## src/rtl/syscall_pkg.sv

```systemverilog
// Shared service codes and controller state encoding for the syscall sequencer.
`timescale 1ns/1ps
package syscall_pkg;

  localparam int unsigned PRINT_CODE = 34;
  localparam int unsigned EXIT_CODE  = 10;

  typedef enum logic [1:0] {
    RUN    = 2'd0,
    PAUSED = 2'd1,
    EXITED = 2'd2
  } sc_state_t;

endpackage

```

## src/rtl/go_edge_sync.sv

```systemverilog
// Multi-flop synchronizer for a raw push-button level followed by a registered
// rising-edge detector; emits one go_rise pulse per press. Shared by board buttons.
`timescale 1ns/1ps
module go_edge_sync #(
  parameter int SYNC_STAGES = 2
) (
  input  logic clk,
  input  logic CLR,
  input  logic GO,
  output logic go_rise
);

  logic [SYNC_STAGES-1:0] sync_q;
  logic                   prev_q;
  logic                   rise_q;

  // NOTE: sequential state uses non-blocking assignments so every flop samples
  // the pre-edge value of its neighbours, which is what makes the chain shift.
  always_ff @(posedge clk) begin
    if (CLR) begin
      sync_q <= '0;
      prev_q <= 1'b0;
      rise_q <= 1'b0;
    end else begin
      sync_q <= {sync_q[SYNC_STAGES-2:0], GO};
      prev_q <= sync_q[SYNC_STAGES-1];
      rise_q <= sync_q[SYNC_STAGES-1] & ~prev_q;
    end
  end

  assign go_rise = rise_q;

endmodule

```

## src/rtl/syscall_sequencer.sv

```systemverilog
// SYSCALL service controller: print / pause-until-GO / exit, driving the pipeline halt.
// Optional statistics counters are built only when SYSCALL_STATS_EN is defined.
`timescale 1ns/1ps
module syscall_sequencer
  import syscall_pkg::*;
#(
  parameter int SYNC_STAGES = 2,
  parameter int DW          = 32
) (
  input  logic          clk,
  input  logic          CLR,
  input  logic          SYSCALL,
  input  logic          GO,
  input  logic [DW-1:0] v0,
  input  logic [DW-1:0] a0,
  output logic [DW-1:0] display,
  output logic          disp_upd,
  output logic          halt,
  output logic          exited,
  output logic [31:0]   sys_count,
  output logic [31:0]   halt_cycles
);

  localparam logic [DW-1:0] PRINT_V = DW'(PRINT_CODE);
  localparam logic [DW-1:0] EXIT_V  = DW'(EXIT_CODE);

  sc_state_t     state_q;
  logic [DW-1:0] display_q;
  logic          disp_upd_q;
  logic          halt_q;
  logic          exited_q;
  logic          go_rise;

  go_edge_sync #(.SYNC_STAGES(SYNC_STAGES)) u_go_sync (
    .clk     (clk),
    .CLR     (CLR),
    .GO      (GO),
    .go_rise (go_rise)
  );

  // A go_rise outside PAUSED and a SYSCALL outside RUN simply fall through.
  always_ff @(posedge clk) begin
    if (CLR) begin
      state_q    <= RUN;
      display_q  <= '0;
      disp_upd_q <= 1'b0;
      halt_q     <= 1'b0;
      exited_q   <= 1'b0;
    end else begin
      disp_upd_q <= 1'b0;
      case (state_q)
        RUN: begin
          if (SYSCALL) begin
            if (v0 == PRINT_V) begin
              display_q  <= a0;
              disp_upd_q <= 1'b1;
            end else if (v0 == EXIT_V) begin
              state_q  <= EXITED;
              halt_q   <= 1'b1;
              exited_q <= 1'b1;
            end else begin
              state_q <= PAUSED;
              halt_q  <= 1'b1;
            end
          end
        end
        PAUSED: begin
          if (go_rise) begin
            state_q <= RUN;
            halt_q  <= 1'b0;
          end
        end
        EXITED: begin
        end
        default: begin
          state_q  <= RUN;
          halt_q   <= 1'b0;
          exited_q <= 1'b0;
        end
      endcase
    end
  end

  assign display  = display_q;
  assign disp_upd = disp_upd_q;
  assign halt     = halt_q;
  assign exited   = exited_q;

`ifdef SYSCALL_STATS_EN
  logic [31:0] sys_count_q;
  logic [31:0] halt_cycles_q;

  always_ff @(posedge clk) begin
    if (CLR) begin
      sys_count_q   <= '0;
      halt_cycles_q <= '0;
    end else begin
      if (SYSCALL && (state_q == RUN)) sys_count_q <= sys_count_q + 32'd1;
      if (halt_q) halt_cycles_q <= halt_cycles_q + 32'd1;
    end
  end

  assign sys_count   = sys_count_q;
  assign halt_cycles = halt_cycles_q;
`else
  assign sys_count   = 32'd0;
  assign halt_cycles = 32'd0;
`endif

endmodule

```

## config.mk

```make
export PLATFORM = sky130hd
export DESIGN_NAME = syscall_sequencer
export DESIGN_NICKNAME = d
export VERILOG_FILES = /design/src/rtl/syscall_pkg.sv /design/src/rtl/go_edge_sync.sv /design/src/rtl/syscall_sequencer.sv
export SDC_FILE = /design/constraint.sdc
export NUM_CORES = 1
export LEC_CHECK = 0
export ABC_AREA = 1
export CAP_MARGIN = 20
export CORE_ASPECT_RATIO = 1.25
export CORE_MARGIN = 5
export CORE_UTILIZATION = 36
export DETAILED_ROUTE_END_ITERATION = 10
export PLACE_DENSITY_LB_ADDON = 0.1
export SLEW_MARGIN = 20
export SYNTH_ARGS = -nofsm -noshare
export SYNTH_HDL_FRONTEND = slang
export SYNTH_HIERARCHICAL = 1
export SYNTH_SLANG_ARGS = --single-unit
```

## constraint.sdc

```tcl
create_clock -name clk -period 2.2 [get_ports clk]
set_input_delay 0.66 -clock clk [delete_from_list [all_inputs] [get_ports clk]]
set_output_delay 0.66 -clock clk [all_outputs]
set_load 0.005 [all_outputs]
```

==> results of run 1 <==
[final cells by class]
type | instances | area [um2] | area share [%]
repair buffers | 108 | 1079 | 31.44
multi-input cells | 272 | 1077 | 31.40
flip-flops and latches | 41 | 820.8 | 23.92
inverters | 61 | 229.0 | 6.674
well taps | 87 | 108.9 | 3.173
clock buffers | 7 | 86.33 | 2.516
clock inverters | 1 | 30.03 | 0.8753
[power by group through the flow]
| stage | logic, mW | registers, mW | clock network [mW] |
|---|---|---|---|
| 6_report | 0.423 | 0.791 | 0.619 |
| 5_1_grt | 0.486 | 0.797 | 0.678 |
| 4_1_cts | 0.425 | 0.792 | 0.648 |
| 3_5_place_dp | 0.423 | 0.810 | 0 |
| 3_3_place_gp | 0.421 | 0.809 | 0 |
| 2_1_floorplan | 0.304 | 0.810 | 0 |
[synthesized netlist by cell type, drive strengths merged]
master and n:
a21oi 3, nor2 100, nand2 94, nand3 5, nand4 1, dfxtp 41
ha 3, nand3b 1, inv 60, buf 70, clkinv 1, clkbuf 4
conb 1, o21ai 1
[final timing paths]
path / slack [ps] / cells after the start / endpoint / from
max reg2reg: 490 / 12 / display[28]$_SDFFE_PP0P_ / state_q[0]$_SDFFE_PP0P_
min: 400 / 1 / u_go_sync/go_rise$_SDFF_PP0_ / u_go_sync/prev_q$_SDFF_PP0_
min reg2reg: 400 / 1 / u_go_sync/go_rise$_SDFF_PP0_ / u_go_sync/prev_q$_SDFF_PP0_
max: 300 / 11 / display[28]$_SDFFE_PP0P_ / v0[5]
[flip-flops by register name (all words and copies together), names as in the netlist]
| name | count |
|---|---|
| halt | 1 |
| display | 32 |
| disp_upd | 1 |
| u_go_sync/prev_q | 1 |
| state_q | 2 |
| exited | 1 |
| u_go_sync/go_rise | 1 |
| u_go_sync/sync_q | 2 |
[cell usage in the layout (no fill, tap or decap), types with 5 or more instances in the layout]
cell	netlist	final
conb_1	1	64
clkdlybuf4s50_1	0	102
buf_4	64	5
nor2_1	97	97
nand2_1	93	92
inv_1	59	59
clkbuf_8	0	6
nand3_1	5	5
dfxtp_1	41	41
[critical path, stage by stage]
cell and delay, ps:
clkdlybuf4s50_1 480, nand2_1 70, nor2_2 100, nand2_1 60, nor2_1 80, nand2_1 60
nor2_2 110, nand2_2 90, buf_12 180, nor2_1 120, nor2_1 50
[metal layers]
metal / share of wire (%) / wire length (um)
met2: 45 / 2558
met4: 1.4 / 77
met3: 12 / 656
met5: 0 / 0
met1: 41 / 2336
[logic make-up after synthesis]
logic type | Yosys count | synth area share, %
buffers and inverters | 135 | 31.79
AO/OA/AOI/OAI | 4 | 0.8227
AND/OR/NAND/NOR | 201 | 31.94
adder cells (fa/ha/maj) | 3 | 1.543
other | 1 | 0.1542
flip-flops | 41 | 33.74
==> flow_summary.ini, run 1 <==
[critical_path]
crit_fanout = 44
end_kind = register
crit_required_ps = 2380
cp_data_arrival_time_ps = 2080
start_kind = primary input
critPathKind = in -> reg

[global_routing]
overflow = 0
grt_max_degree = 45
grt_util_met3_pct = 5.242
met2_usage_pct = 21.36
track_usage_pct = 12.53
use_met1_pct = 14.22
grt_pass1_wl_mm = 8.742
antenna_found_initial = 0
grt_pass1_vias = 1960
grt_most_used_layer = met2

[cts]
clk_pin_slew_ps = 70
insertion_delay_ps = 290
cts_max_path_buffers = 2
cts_hold_buf = 0
cts.sinks = 41
cts-buffers-inserted = 5
ctsResizeCount = 0
post_cts_buffers = 0
cts_htree_levels = 2
root_buffer = clkbuf_8
cts_tree = done

[placed_design]
dpl.hpwl_mm = 4.438
place_inst = 569
placed_cell_area_um2 = 3314
routabilityCongestion = 0.8045
port_buffers = 102
dp_slack_ps = -0.08060

[synth]
synthCells = 385
synthTopCellsByArea = dfxtp_1, buf_4, nor2_1, nand2_1, inv_1
synth_top_area_share_pct = 33.74
syn_area_um2 = 2432
yosysTopAreaCell = dfxtp_1
yosysUniqueCellTypes = 19
post_synth.cell_area_avg_um2 = 6.318
ys_ff_latch = 41
yosysWarnings = 6
seq_area_frac_synth_pct = 33.74

[power]
power_density_nw_per_um2 = 534.6
intPower_mw = 1.360
peakVddDrop_v = 0.0004021
pwr-share-comb_pct = 23.1
power_frac_seq_pct = 43.2
pwr-share-clk_pct = 33.8
total_power_mw = 1.834
switching_share_pct = 25.86
p_sw_mw = 0.4743
p_leak_nw = 1.769

[final_layout]
antenna_cells = 0
drive_gt1_share_pct = 3.878
area_growth_pct = 41.05
fillerInstances = 682
fin_util_pct = 52.26
finalInstanceArea_um2 = 3431
stdcell_count = 577
final_nets = 560

[floorplan]
rows = 33
floorplan.die.width_um = 83.52
start_util_pct = 37.05
die_h_um = 101.9
dieArea_um2 = 8511
core_um2 = 6565
ioPinCount = 167

[sta]
period_minus_slack_ps = 1896
finalMaxSlewViolations = 0
rsz0062_at_grt = no
finClkSkew_ps = 10.10
fin_crit_sh_pct = 86.17
finalHoldViolCount = 0
fmax_mhz = 527.5
fin_ws_ps = 304.2
holdWs_ps = 399.4
setup_viol = 0
fin_tns_setup_ps = 0

[drt]
viasPerCell = 3.742
post-route-drc-count = 0
vias = 2159
totalWireLength_mm = 5.629
ant_nets = 0
drtIter0Drc = 65
wl_per_cell_um = 9.756
dr.pass1.iters = 4

[worst_hold_path]
hold_class = reg -> reg

[flow_run]
cap_viol_max_count = 0

[status]
outcome = finished clean
Power figures use the tool's default switching activity.
==> run 2, diff against run 1 <==
--- a/config.mk
+++ b/config.mk
@@ -11,6 +11,7 @@
 export CORE_MARGIN = 5
 export CORE_UTILIZATION = 36
 export DETAILED_ROUTE_END_ITERATION = 10
+export GPL_ROUTABILITY_DRIVEN = 0
 export PLACE_DENSITY_LB_ADDON = 0.1
 export SLEW_MARGIN = 20
 export SYNTH_ARGS = -nofsm -noshare
==> results of run 2 <==
Final layout, timing and power as in run 1 (identical DEF).
==> run 3, diff against run 2 <==
--- a/config.mk
+++ b/config.mk
@@ -9,7 +9,8 @@
 export CAP_MARGIN = 20
 export CORE_ASPECT_RATIO = 1.25
 export CORE_MARGIN = 5
-export CORE_UTILIZATION = 36
+export CORE_UTILIZATION = 37
+export CTS_BUF_LIST = sky130_fd_sc_hd__clkbuf_8
 export DETAILED_ROUTE_END_ITERATION = 10
 export GPL_ROUTABILITY_DRIVEN = 0
 export PLACE_DENSITY_LB_ADDON = 0.1
==> flow_summary.ini, run 3 (synthesized netlist as in run 1, its figures left out) <==
[status]
outcome = finished clean

[drt]
post-route-drc-count = 0
vias = 2211
drtIter0Drc = 33
viasPerCell = 3.839
wl_per_cell_um = 9.446
totalWireLength_mm = 5.441
dr.pass1.iters = 4
ant_nets = 0

[sta]
fin_tns_setup_ps = 0
fin_crit_sh_pct = 86.67
finClkSkew_ps = 6.644
holdWs_ps = 397.6
finalMaxSlewViolations = 0
rsz0062_at_grt = no
period_minus_slack_ps = 1907
setup_viol = 0
fmax_mhz = 524.5
finalHoldViolCount = 0

[floorplan]
floorplan.die.width_um = 82.52
rows = 33
core_um2 = 6482
die_h_um = 100.7
start_util_pct = 37.52
dieArea_um2 = 8306
ioPinCount = 167

[placed_design]
place_inst = 569
dpl.hpwl_mm = 4.361
port_buffers = 102
placed_cell_area_um2 = 3327

[global_routing]
grt_pass1_vias = 1897
track_usage_pct = 12.33
grt_max_degree = 40
grt_pass1_wl_mm = 8.183
overflow = 0
antenna_found_initial = 0

[power]
intPower_mw = 1.240
pwr-share-clk_pct = 28.3
p_leak_nw = 1.766
power_density_nw_per_um2 = 498.1
peakVddDrop_v = 0.0003211
power_frac_seq_pct = 46.6
total_power_mw = 1.700
pwr-share-comb_pct = 25.1
switching_share_pct = 27.07
p_sw_mw = 0.4603

[cts]
cts_htree_levels = 2
insertion_delay_ps = 280
cts_hold_buf = 0
ctsResizeCount = 0
cts_tree = done
cts.sinks = 41
root_buffer = clkbuf_8
cts-buffers-inserted = 5
cts_max_path_buffers = 2
clk_pin_slew_ps = 70
post_cts_buffers = 0

[flow_run]
cap_viol_max_count = 0

[final_layout]
mostFrequentLayoutCell = clkdlybuf4s50_1
final_cell_mix = clkdlybuf4s50_1, nor2_1, nand2_1, conb_1, inv_1
antenna_cells = 0
largest_register_ffs = 32
final_nets = 560
area_growth_pct = 40.33
stdcell_count = 576
drive_gt1_share_pct = 3.681
finalInstanceArea_um2 = 3413

[critical_path]
cp_common_cell = nand2_1
end_kind = register
cp_top_family = simple AND/OR/NAND/NOR gates
crit_buf_inv = 2
cp_data_arrival_time_ps = 2130
crit_required_ps = 2420
path_cells = clkdlybuf4s50_1, nand2_1, nor2_2, nand2_1, nor2_1, nand2_1, nor2_2, nand2_2, buf_12, nand2_1, nand2_1, nor2_1
critPathKind = in -> reg
start_kind = primary input
cpPeakStageDelay_ps = 490
crit_fanout = 39
cp_slowest_cell = clkdlybuf4s50_1

[worst_hold_path]
hold_class = reg -> reg
run 3: cell types whose count changed in the layout (fill, tap and decap cells not counted):
cell and change:
buf_12 +1, buf_4 -1, bufinv_16 -1, clkbuf_1 -1, inv_1 +1
run 3: power groups by stage:
stage	Combinational (mW)	Clock, mW	Sequential [mW]
floorplan	0.304	0	0.810
global placement	0.424	0	0.809
detailed placement	0.429	0	0.810
CTS	0.431	0.509	0.792
global route	0.496	0.533	0.796
finish	0.426	0.482	0.792
run 3: final timing paths:
| check | from | endpoint | slack [ps] | cells past startpoint |
|---|---|---|---|---|
| worst max register to register | state_q[1]$_SDFFE_PP0P_ | display[5]$_SDFFE_PP0P_ | 540 | 13 |
| worst max-delay path | v0[5] | display[5]$_SDFFE_PP0P_ | 290 | 12 |
| worst min-delay path | u_go_sync/prev_q$_SDFF_PP0_ | u_go_sync/go_rise$_SDFF_PP0_ | 400 | 1 |
| worst min register to register | u_go_sync/prev_q$_SDFF_PP0_ | u_go_sync/go_rise$_SDFF_PP0_ | 400 | 1 |
run 3: final cells by class:
class / count / area (um2)
inverters: 61 / 229.0
multi-input cells: 272 / 1077
well taps: 87 / 108.9
fillers: 661 / 3069
clock inverters: 1 / 3.754
clock buffers: 6 / 82.58
repair buffers: 108 / 1091
flip-flops and latches: 41 / 820.8
run 3: per-layer routing:
layer,up-vias,GRT usage (%),routed length [um]
met5,-,0,0
met4,0,3.774,59
met3,6,5.725,817
met2,101,20.43,2493
met1,926,13.92,2070
li1,1178,-,-
run 3: stage by stage:
| step | util [%] | setup slack, ps |
|---|---|---|
| floorplan | - | 506.1 |
| global placement | 51.32 | -16.42 |
| detailed placement | 51.32 | -27.54 |
| CTS | 52.65 | 264.9 |
| global route | 52.65 | 103.1 |
| finish | 52.65 | 293.3 |
